File: src/rtl/muldiv_unit_pkg.sv
// rtl/muldiv_unit_pkg.sv - Shared pipeline op codes, mul/div FSM states and cycle counts
package muldiv_unit_pkg;

  localparam int DIV_CYCLES = 32;
  localparam int MUL_CYCLES = 32;

  typedef enum logic [5:0] {
    OP_NOP   = 6'd0,
    OP_ADDU  = 6'd1,
    OP_SUBU  = 6'd2,
    OP_AND   = 6'd3,
    OP_LW    = 6'd4,
    OP_SW    = 6'd5,
    OP_MFHI  = 6'd16,
    OP_MTHI  = 6'd17,
    OP_MFLO  = 6'd18,
    OP_MTLO  = 6'd19,
    OP_MULT  = 6'd24,
    OP_MULTU = 6'd25,
    OP_DIV   = 6'd26,
    OP_DIVU  = 6'd27
  } op_t;

  typedef enum logic [1:0] {
    ST_IDLE,
    ST_MUL,
    ST_DIV,
    ST_DONE
  } muldiv_state_t;

  function automatic logic [31:0] abs32(input logic [31:0] v, input logic is_signed);
    return (is_signed && v[31]) ? -v : v;
  endfunction

endpackage

File: src/rtl/muldiv_unit_if.sv
// rtl/muldiv_unit_if.sv - Execute-stage mul/div request and result bundle
interface muldiv_unit_if;
  import muldiv_unit_pkg::*;

  logic        in_valid;
  op_t         op;
  logic [31:0] srcA;
  logic [31:0] srcB;
  logic [4:0]  regw_in;
  logic [31:0] pc_in;
  logic        flush;
  logic        stall_in;
  logic        busy;
  logic        res_valid;
  logic [31:0] res_pc;
  logic [4:0]  res_regw;
  logic [31:0] res_val;

  modport master (
    output in_valid, op, srcA, srcB, regw_in, pc_in, flush, stall_in,
    input  busy, res_valid, res_pc, res_regw, res_val
  );

  modport slave (
    input  in_valid, op, srcA, srcB, regw_in, pc_in, flush, stall_in,
    output busy, res_valid, res_pc, res_regw, res_val
  );

endinterface

File: src/rtl/muldiv_unit_div_iter.sv
// rtl/muldiv_unit_div_iter.sv - Iterative unsigned radix-2 restoring divider core
module div_iter
  import muldiv_unit_pkg::*;
(
  input  logic        clk,
  input  logic        resetn,
  input  logic        start_i,
  input  logic        abort_i,
  input  logic [31:0] dividend_i,
  input  logic [31:0] divisor_i,
  output logic        done_o,
  output logic [31:0] quo_o,
  output logic [31:0] rem_o
);

  localparam logic [4:0] LAST = 5'(DIV_CYCLES - 1);

  logic [31:0] rem_q, rem_d, quo_q, quo_d, dsr_q, dsr_d;
  logic [4:0]  cnt_q, cnt_d;
  logic        active_q, active_d;
  logic [32:0] part;

  // A zero divisor always "fits", giving all-ones quotient and remainder = dividend.
  always_comb begin
    rem_d    = rem_q;
    quo_d    = quo_q;
    dsr_d    = dsr_q;
    cnt_d    = cnt_q;
    active_d = active_q;
    part     = {rem_q, quo_q[31]};
    if (abort_i) begin
      active_d = 1'b0;
    end else if (start_i) begin
      rem_d    = '0;
      quo_d    = dividend_i;
      dsr_d    = divisor_i;
      cnt_d    = '0;
      active_d = 1'b1;
    end else if (active_q) begin
      if (part >= {1'b0, dsr_q}) begin
        rem_d = part[31:0] - dsr_q;
        quo_d = {quo_q[30:0], 1'b1};
      end else begin
        rem_d = part[31:0];
        quo_d = {quo_q[30:0], 1'b0};
      end
      cnt_d = cnt_q + 5'd1;
      if (cnt_q == LAST) active_d = 1'b0;
    end
  end

  always_ff @(posedge clk or negedge resetn) begin
    if (!resetn) begin
      rem_q    <= '0;
      quo_q    <= '0;
      dsr_q    <= '0;
      cnt_q    <= '0;
      active_q <= 1'b0;
    end else begin
      rem_q    <= rem_d;
      quo_q    <= quo_d;
      dsr_q    <= dsr_d;
      cnt_q    <= cnt_d;
      active_q <= active_d;
    end
  end

  assign done_o = active_q && (cnt_q == LAST) && !abort_i;
  assign quo_o  = quo_q;
  assign rem_o  = rem_q;

endmodule

File: src/rtl/muldiv_unit.sv
// rtl/muldiv_unit.sv - Multi-cycle mul/div unit owning HI/LO; MULDIV_FAST_MULT_EN selects single-cycle multiply
module muldiv_unit
  import muldiv_unit_pkg::*;
(
  input  logic         clk,
  input  logic         resetn,
  muldiv_unit_if.slave bus
);

  muldiv_state_t state_q, state_d;
  logic [31:0]   hi_q, hi_d, lo_q, lo_d, pc_q;
  logic          is_div_q, neg_quo_q, neg_rem_q;
  logic          op_mul, op_div, op_signed, mul_start, div_start, mul_last, div_done;
  logic [31:0]   a_mag, b_mag, quo_raw, rem_raw, quo_fix, rem_fix;
  logic [63:0]   prod_raw, prod_fix;
  logic          busy, res_valid;
  logic [31:0]   res_pc, res_val;
  logic [4:0]    res_regw;

  assign op_mul    = (bus.op == OP_MULT) || (bus.op == OP_MULTU);
  assign op_div    = (bus.op == OP_DIV) || (bus.op == OP_DIVU);
  assign op_signed = (bus.op == OP_MULT) || (bus.op == OP_DIV);
  assign a_mag     = abs32(bus.srcA, op_signed);
  assign b_mag     = abs32(bus.srcB, op_signed);
  assign mul_start = (state_q == ST_IDLE) && bus.in_valid && !bus.flush && op_mul;
  assign div_start = (state_q == ST_IDLE) && bus.in_valid && !bus.flush && op_div;

`ifdef MULDIV_FAST_MULT_EN
  logic [31:0]        ma_q, mb_q;
  logic [63:0]        prod_q;
  logic signed [65:0] prod_full;

  assign prod_full = $signed({1'b0, ma_q}) * $signed({1'b0, mb_q});

  always_ff @(posedge clk or negedge resetn) begin
    if (!resetn) begin
      ma_q   <= '0;
      mb_q   <= '0;
      prod_q <= '0;
    end else begin
      if (mul_start) begin
        ma_q <= a_mag;
        mb_q <= b_mag;
      end
      if (state_q == ST_MUL) prod_q <= prod_full[63:0];
    end
  end

  assign mul_last = 1'b1;
  assign prod_raw = prod_q;
`else
  logic [63:0] acc_q, mcand_q;
  logic [31:0] mplier_q;
  logic [4:0]  mcnt_q;

  always_ff @(posedge clk or negedge resetn) begin
    if (!resetn) begin
      acc_q    <= '0;
      mcand_q  <= '0;
      mplier_q <= '0;
      mcnt_q   <= '0;
    end else if (mul_start) begin
      acc_q    <= '0;
      mcand_q  <= {32'd0, a_mag};
      mplier_q <= b_mag;
      mcnt_q   <= '0;
    end else if (state_q == ST_MUL) begin
      if (mplier_q[0]) acc_q <= acc_q + mcand_q;
      mcand_q  <= {mcand_q[62:0], 1'b0};
      mplier_q <= {1'b0, mplier_q[31:1]};
      mcnt_q   <= mcnt_q + 5'd1;
    end
  end

  assign mul_last = (mcnt_q == 5'(MUL_CYCLES - 1));
  assign prod_raw = acc_q;
`endif

  div_iter u_div (
    .clk        (clk),
    .resetn     (resetn),
    .start_i    (div_start),
    .abort_i    (bus.flush),
    .dividend_i (a_mag),
    .divisor_i  (b_mag),
    .done_o     (div_done),
    .quo_o      (quo_raw),
    .rem_o      (rem_raw)
  );

  assign prod_fix = neg_quo_q ? -prod_raw : prod_raw;
  assign quo_fix  = neg_quo_q ? -quo_raw : quo_raw;
  assign rem_fix  = neg_rem_q ? -rem_raw : rem_raw;

  always_comb begin
    state_d   = state_q;
    hi_d      = hi_q;
    lo_d      = lo_q;
    busy      = 1'b0;
    res_valid = 1'b0;
    res_pc    = '0;
    res_regw  = '0;
    res_val   = '0;
    case (state_q)
      ST_IDLE: begin
        if (bus.in_valid && !bus.flush) begin
          case (bus.op)
            OP_MFHI: begin
              res_valid = 1'b1;
              res_pc    = bus.pc_in;
              res_regw  = bus.regw_in;
              res_val   = hi_q;
            end
            OP_MFLO: begin
              res_valid = 1'b1;
              res_pc    = bus.pc_in;
              res_regw  = bus.regw_in;
              res_val   = lo_q;
            end
            OP_MTHI: begin
              res_valid = 1'b1;
              res_pc    = bus.pc_in;
              if (!bus.stall_in) hi_d = bus.srcA;
            end
            OP_MTLO: begin
              res_valid = 1'b1;
              res_pc    = bus.pc_in;
              if (!bus.stall_in) lo_d = bus.srcA;
            end
            OP_MULT, OP_MULTU: begin
              busy    = 1'b1;
              state_d = ST_MUL;
            end
            OP_DIV, OP_DIVU: begin
              busy    = 1'b1;
              state_d = ST_DIV;
            end
            default: ;
          endcase
        end
      end
      ST_MUL: begin
        busy = 1'b1;
        if (bus.flush) state_d = ST_IDLE;
        else if (mul_last) state_d = ST_DONE;
      end
      ST_DIV: begin
        busy = 1'b1;
        if (bus.flush) state_d = ST_IDLE;
        else if (div_done) state_d = ST_DONE;
      end
      ST_DONE: begin
        // A downstream stall holds the result here; HI/LO commit only on the exiting edge.
        if (bus.flush) begin
          state_d = ST_IDLE;
        end else begin
          res_valid = 1'b1;
          res_pc    = pc_q;
          busy      = bus.stall_in;
          if (!bus.stall_in) begin
            state_d = ST_IDLE;
            if (is_div_q) begin
              hi_d = rem_fix;
              lo_d = quo_fix;
            end else begin
              {hi_d, lo_d} = prod_fix;
            end
          end
        end
      end
      default: state_d = ST_IDLE;
    endcase
  end

  always_ff @(posedge clk or negedge resetn) begin
    if (!resetn) begin
      state_q   <= ST_IDLE;
      hi_q      <= '0;
      lo_q      <= '0;
      pc_q      <= '0;
      is_div_q  <= 1'b0;
      neg_quo_q <= 1'b0;
      neg_rem_q <= 1'b0;
    end else begin
      state_q <= state_d;
      hi_q    <= hi_d;
      lo_q    <= lo_d;
      if (mul_start || div_start) begin
        pc_q      <= bus.pc_in;
        is_div_q  <= op_div;
        neg_quo_q <= op_signed && (bus.srcA[31] ^ bus.srcB[31]);
        neg_rem_q <= op_signed && bus.srcA[31];
      end
    end
  end

  assign bus.busy      = busy;
  assign bus.res_valid = res_valid;
  assign bus.res_pc    = res_pc;
  assign bus.res_regw  = res_regw;
  assign bus.res_val   = res_val;

endmodule

File: src/flat_wrapper.sv
// flat-port wrapper written by rule: the top's interface ports become plain ports
module muldiv_unit_flat import muldiv_unit_pkg::*;
  (clk, resetn, bus_in_valid, bus_op, bus_srcA, bus_srcB, bus_regw_in, bus_pc_in, bus_flush, bus_stall_in, bus_busy, bus_res_valid, bus_res_pc, bus_res_regw, bus_res_val);
  muldiv_unit_if bus_i ();
  input  logic clk;
  input  logic resetn;
  input wire logic [$bits(bus_i.in_valid)-1:0] bus_in_valid;
  input wire logic [$bits(bus_i.op)-1:0] bus_op;
  input wire logic [$bits(bus_i.srcA)-1:0] bus_srcA;
  input wire logic [$bits(bus_i.srcB)-1:0] bus_srcB;
  input wire logic [$bits(bus_i.regw_in)-1:0] bus_regw_in;
  input wire logic [$bits(bus_i.pc_in)-1:0] bus_pc_in;
  input wire logic [$bits(bus_i.flush)-1:0] bus_flush;
  input wire logic [$bits(bus_i.stall_in)-1:0] bus_stall_in;
  output wire logic [$bits(bus_i.busy)-1:0] bus_busy;
  output wire logic [$bits(bus_i.res_valid)-1:0] bus_res_valid;
  output wire logic [$bits(bus_i.res_pc)-1:0] bus_res_pc;
  output wire logic [$bits(bus_i.res_regw)-1:0] bus_res_regw;
  output wire logic [$bits(bus_i.res_val)-1:0] bus_res_val;
  assign bus_i.in_valid = bus_in_valid;
  assign bus_i.op = bus_op;
  assign bus_i.srcA = bus_srcA;
  assign bus_i.srcB = bus_srcB;
  assign bus_i.regw_in = bus_regw_in;
  assign bus_i.pc_in = bus_pc_in;
  assign bus_i.flush = bus_flush;
  assign bus_i.stall_in = bus_stall_in;
  assign bus_busy = bus_i.busy;
  assign bus_res_valid = bus_i.res_valid;
  assign bus_res_pc = bus_i.res_pc;
  assign bus_res_regw = bus_i.res_regw;
  assign bus_res_val = bus_i.res_val;
  muldiv_unit u_core (.clk(clk), .resetn(resetn), .bus(bus_i));
endmodule
File: config.mk
export PLATFORM = sky130hd
export DESIGN_NAME = muldiv_unit_flat
export DESIGN_NICKNAME = d
export VERILOG_FILES = /design/src/rtl/muldiv_unit_pkg.sv /design/src/rtl/muldiv_unit_if.sv /design/src/rtl/muldiv_unit_div_iter.sv /design/src/rtl/muldiv_unit.sv /design/src/flat_wrapper.sv
export SDC_FILE = /design/constraint.sdc
export NUM_CORES = 1
export LEC_CHECK = 0
export BUFFER_PORTS_ARGS = -buffer_cell sky130_fd_sc_hd__buf_2
export CORE_UTILIZATION = 41
export CTS_CLUSTER_DIAMETER = 30
export CTS_CLUSTER_SIZE = 16
export DETAILED_ROUTE_END_ITERATION = 10
export HOLD_SLACK_MARGIN = 0.12
export PLACE_DENSITY = 0.58
export SYNTH_ARGS = -nofsm -noshare
export SYNTH_HDL_FRONTEND = slang
export SYNTH_SLANG_ARGS = --single-unit
File: constraint.sdc
create_clock -name clk -period 4.6 [get_ports clk]
set_input_delay 0.46 -clock clk [delete_from_list [all_inputs] [get_ports clk]]
set_output_delay 0.46 -clock clk [all_outputs]
set_load 0.005 [all_outputs]
Yosys cells after proc, flatten, opt, wreduce, memory -nomap -nowiden
Cells that the tools add are included.
- add/subtract/negate cells: 9
- mux-type cells: 66
- shift operators: 0
- reductions and logical operators: 32
- eq/ne operators: 23
- magnitude comparators: 1
- $mul: 0
- bitwise logic cells: 2
- div/mod/pow operators: 0
- operators with widths (cell ; number):
    32-bit 2-to-1 mux ; 27
    64-bit 2-to-1 mux ; 6
    32-bit case mux with 2 select lines ; 4
    32-bit negation ; 4
    64-bit adder ; 1
    64-bit negation ; 1
    6-bit by 5-bit equality test with 1-bit output (second input constant) ; 8
    5-bit 2-to-1 mux ; 7
    33-bit by 32-bit greater-or-equal comparator with 1-bit output ; 1
    32-bit subtractor ; 1
    2-bit 2-to-1 mux ; 7
    2-bit != test (second input constant) ; 6
    6-bit AND reduction ; 2
    1-bit 2-to-1 mux ; 11
    5-bit by 1-bit adder with 5-bit output (second input constant) ; 2
    5-bit equality test (second input constant) ; 2
    1-bit logical AND ; 10
    2-bit case mux with 4 select lines ; 1
    2-bit nonzero test ; 4
    2-bit OR reduction ; 4
    4-bit OR reduction ; 2
    3-bit by 2-bit != test with 1-bit output (second input constant) ; 2
    3-bit != test (second input constant) ; 2
    2-bit AND reduction ; 3
    11 further kinds ; 15
- input port bits: 112
- ROM bits: 0
- register bits after elaboration: 368
- output and inout bits: 71
- RAM bits: 0
- memories: 0
- bits in latches: 0
- logic and storage cells: 149

Depth between registers and ports, before layout
- depth in word-level cells: 6
- gate-level depth with buffers: 14
- gate-level depth less buffers: 14

Hierarchy
Synthesis repeated with hierarchy kept, for this count alone.
- cells, all modules: 3168
- area, all modules: 26362.8 um^2
- modules (own cells, without submodules) (module ; sequential area each (um^2) ; area each (um^2) ; cells an instance ; instances):
    muldiv_unit ; 6656.4 ; 20235.7 ; 2474 ; 1
    div_iter ; 2552.4 ; 6127.1 ; 694 ; 1

Worst setup path after synthesis
No wires, ideal clock.
- kind: reg2reg
- from: reg u_core.acc_q[0]
- to: reg u_core.acc_q[56]
- slack: 1.418 ns
- path buffers: 0
- stages on the path, launching flop included: 13
- required time: 4.476 ns
- arrival time: 3.058 ns
- library setup time: 0.124 ns
- period minus slack after synthesis: 3.182 ns
- cells stage by stage: dfrtp_1 ha_1 fa_1 a21o_1 a2bb2oi_1 o22ai_1 o311ai_0 and2_0 a41o_1 o31ai_1 a21oi_1 nor3b_1 nor3_1
- cells in the longest elaborated chain, start to end: 4
- ends and longest elaborated chain (item ; RTL line ; text):
    start: declaration ; muldiv_unit.sv:52 ; logic [63:0] acc_q, mcand_q;
    start signal: assignment ; muldiv_unit.sv:68 ; if (mplier_q[0]) acc_q <= acc_q + mcand_q;
    64-bit adder ; muldiv_unit.sv:68 ;
    64-bit 2-to-1 mux ; muldiv_unit.sv:68 ;
    64-bit 2-to-1 mux ; muldiv_unit.sv:67 ; end else if (state_q == ST_MUL) begin
    64-bit 2-to-1 mux ; muldiv_unit.sv:62 ; end else if (mul_start) begin
Every way passes these cells. The select of a mux whose other input is x is not followed.
A chain may end at the register's enable or synchronous reset.

Final worst setup path
- from: reg u_core.acc_q[8]
- to: reg u_core.acc_q[62]
The elaborated chain is that of the path after synthesis.

==> flow_summary.yaml <==
yosys:
  synth_commonest_cells: "nand2_1 (542), dfrtp_1 (368), a21oi_1 (348), nor2_1 (289), o21ai_0 (278)"
  ys_top_cells_by_area: "dfrtp_1 (35%), nand2_1 (7.7%), a21oi_1 (6.6%)"
  yosys_warnings: 0
  synth-async-reset-ratio_pct: 100
  synth_seq_cells: 368
  ys.flop_type: "dfrtp_1"
  netlist_instances: 3318
  synth.top_cell.area_share_pct: 34.9
  synth_edf_count: 0
  synthesis.area_sq_mm: 0.0264
  yosysTopAreaCell: "dfrtp_1"
  ys_seq_area_share_pct: 34.9
  synth_nets: 3540
  synth_most_common_cell: "nand2_1"
  avgSynthCellArea_sq_um: 7.95
  synth_cell_type_count: 75
critical_path:
  r2r_end: "u_core.acc_q[62]"
  path_class: "reg2reg"
  cp_max_fo: 7
  crit_path_end_kind: "flop"
  cp-start-kind: "flop"
  cp.arrival_ps: 4430
  rr_worst_depth: 12
  rrSetupSlack_ps: 640
  r2r_start: "u_core.acc_q[8]"
  crit_required_ps: 5070
route:
  finalWirelength_um: 90800
  drt_iter0_drc: 2199
  firstDrtPassIters: 6
  vias: 25600
  antenna_left: 0
  vias_per_cell: 5.79
  drcViolationCount: 0
  wl_per_cell_um: 20.5
sta:
  worst_pin_slew_ps: 1090
  holdWs_ps: 162
  fin_crit_sh_pct: 86.0
  final_hold_viol_count: 0
  skew_ps: 21.3
  report.final.slew_viol_count: 0
  grt_setup_unrepaired: "false"
  setup_violations: 0
  fin_tns_setup_ps: 0
  period_minus_slack_ps: 3960
  fmax_ghz: 0.253
  relSlewSlack_pct: 25.7
die:
  die_area_sq_mm: 0.0654
  die_w_um: 256
  pin_count: 183
  num_rows: 92
  start_util_pct: 41.7
  die_y_um: 256
  core_area_sq_mm: 0.0633
cts:
  cts.sinks: 368
  cts_setup_buffers: 0
  path_clk_slew_ps: 40
  cts-root-buf: "clkbuf_16"
  clk_path_buf_depth: 3
  insertion_delay_ps: 650
  cts_tree: "done"
  cts_made_buffers: 99
  htreeDepth: 3
pwr:
  ir_worst_vdd_mv: 0.345
  leakagePower_nw: 13.8
  p_per_area_mw_per_mm2: 764
  report.power.total_w: 0.0244
place:
  dp_hpwl_um: 66900
  gp_congestion: 0.958
  numPortBuffers: 182
flow_run:
  maxCapViolCount: 0
global_route:
  antenna_found_initial: 1
  overflow: 0
  grt_start_max_net_pins: 82
  grt_pass1_wl_um: 143000
  gr-usage-all-layers_pct: 27.4
  first_global_vias: 24900
status:
  outcome: "complete, no violations"
worst_hold_path:
  hold_end: "u_core.neg_quo_q"
  holdPathStages: 2
  hp-start: "bus_op[0]"
  hold_class: "in2reg"
final_layout:
  diodes: 0
  drive_gt1_share_pct: 12.5
  syn2layout_area_growth_pct: 20.8
  fin_nets: 3720
## cell usage in the layout (no fill, tap or decap), types with 24 or more instances in the layout
cell	synthesis	layout
a211oi_1	56	56
a21o_1	39	39
a21oi_1	348	348
a22oi_1	66	66
a31oi_1	41	41
buf_2	3	181
buf_4	0	52
clkbuf_16	0	99
clkinv_2	0	25
dfrtp_1	368	366
dlygate4sd3_1	0	36
ha_1	108	106
inv_1	84	84
mux2i_1	92	92
nand2_1	542	539
nand2b_1	27	26
nand3_1	40	40
nand4_1	25	25
nor2_1	289	284
nor2b_1	67	66
nor3_1	53	51
nor4_1	24	24
o21ai_0	278	278
o31ai_1	52	52
o41ai_1	24	24
xnor2_1	136	136
xor2_1	130	130
## cells by family (layout without fill, tap and decap cells)
kind of cell | after synthesis | count (layout) | share of synthesized area (%)
buf+inv | 282 | 540 | 4.03
compound gates | 1017 | 1017 | 23.2
flops | 368 | 368 | 34.9
mux | 94 | 94 | 3.62
simple gates | 1181 | 1181 | 20.1
fa+ha+maj | 110 | 110 | 5.27
xor+xnor | 266 | 266 | 8.83
## what timing repair did
item	CTS	global route
gates resized for setup	0	0
hold buffers	36	0
hold endpoints to repair	107	0
## where the power goes
| group | total (W) | leakage [nW] | switching [W] | internal [W] |
|---|---|---|---|---|
| registers | 0.00588 | 4.62 | 0.00142 | 0.00446 |
| clock network | 0.00673 | 1.64 | 0.00217 | 0.00457 |
| logic | 0.0117 | 7.56 | 0.00716 | 0.00459 |
## stage by stage
step | cells | util [%] | setup slack (ps) | cell area (sq um)
floorplan | 3318 | - | 1420 | 26400
global placement | 4207 | 44.6 | 760 | 28200
detailed placement | 4207 | 44.6 | 756 | 28200
CTS | 4422 | 50.4 | 732 | 31900
global route | 4422 | 50.4 | 305 | 31900
finish | 4422 | 50.4 | 642 | 31900
## area by class of cell
| type | instances | area (sq um) |
|---|---|---|
| clock buffers | 126 | 2740 |
| inverters | 85 | 319 |
| clock inverters | 53 | 566 |
| fillers | 6113 | 31400 |
| well taps | 846 | 1060 |
| flip-flops and latches | 368 | 9210 |
| multi-input cells | 2668 | 16200 |
| repair buffers | 276 | 1790 |
## worst max-delay path by stage
stage	start	endpoint	slack, ps	cells past startpoint
detailed placement	u_core.u_div.rem_o[2]	u_core.u_div.rem_o[0]	760	12
floorplan	u_core.acc_q[0]	u_core.acc_q[56]	1420	12
global placement	u_core.u_div.rem_o[14]	u_core.u_div.rem_o[7]	760	10
CTS	u_core.u_div.rem_o[2]	u_core.u_div.rem_o[0]	730	12
finish	u_core.acc_q[8]	u_core.acc_q[62]	640	12
global route	u_core.u_div.rem_o[2]	u_core.u_div.rem_o[0]	300	12
## worst max-delay path, stage by stage (launching register included)
cell      delay [ps]
dfrtp_1          440
ha_1             440
nand3_1          170
o221a_2          280
o31ai_1          370
o311ai_0         210
buf_4            190
o41ai_1          570
a31oi_1          330
o31ai_1          380
o21ai_0          180
xor2_1           150
a21oi_1           80
## state kept, by name, summed over array words and instances (netlist names)
name	cells
u_core.lo_q	32
u_core.pc_q	32
u_core.mplier_q	32
u_core.u_div.rem_o	32
u_core.acc_q	64
u_core.mcand_q	64
u_core.u_div.cnt_q	5
u_core.is_div_q	1
u_core.hi_q	32
u_core.u_div.dsr_q	32
u_core.neg_quo_q	1
u_core.state_q	2
u_core.u_div.active_q	1
u_core.u_div.quo_o	32
u_core.neg_rem_q	1
u_core.mcnt_q	5
## per-layer routing
layer	global-route usage [%]	wire (um)	vias up
met1	37.1	40800	12400
li1	-	-	12100
met5	0	0	-
met2	43.7	40800	917
met4	10.4	3050	0
met3	4.50	6150	183
Power figures use the tool's default switching activity.
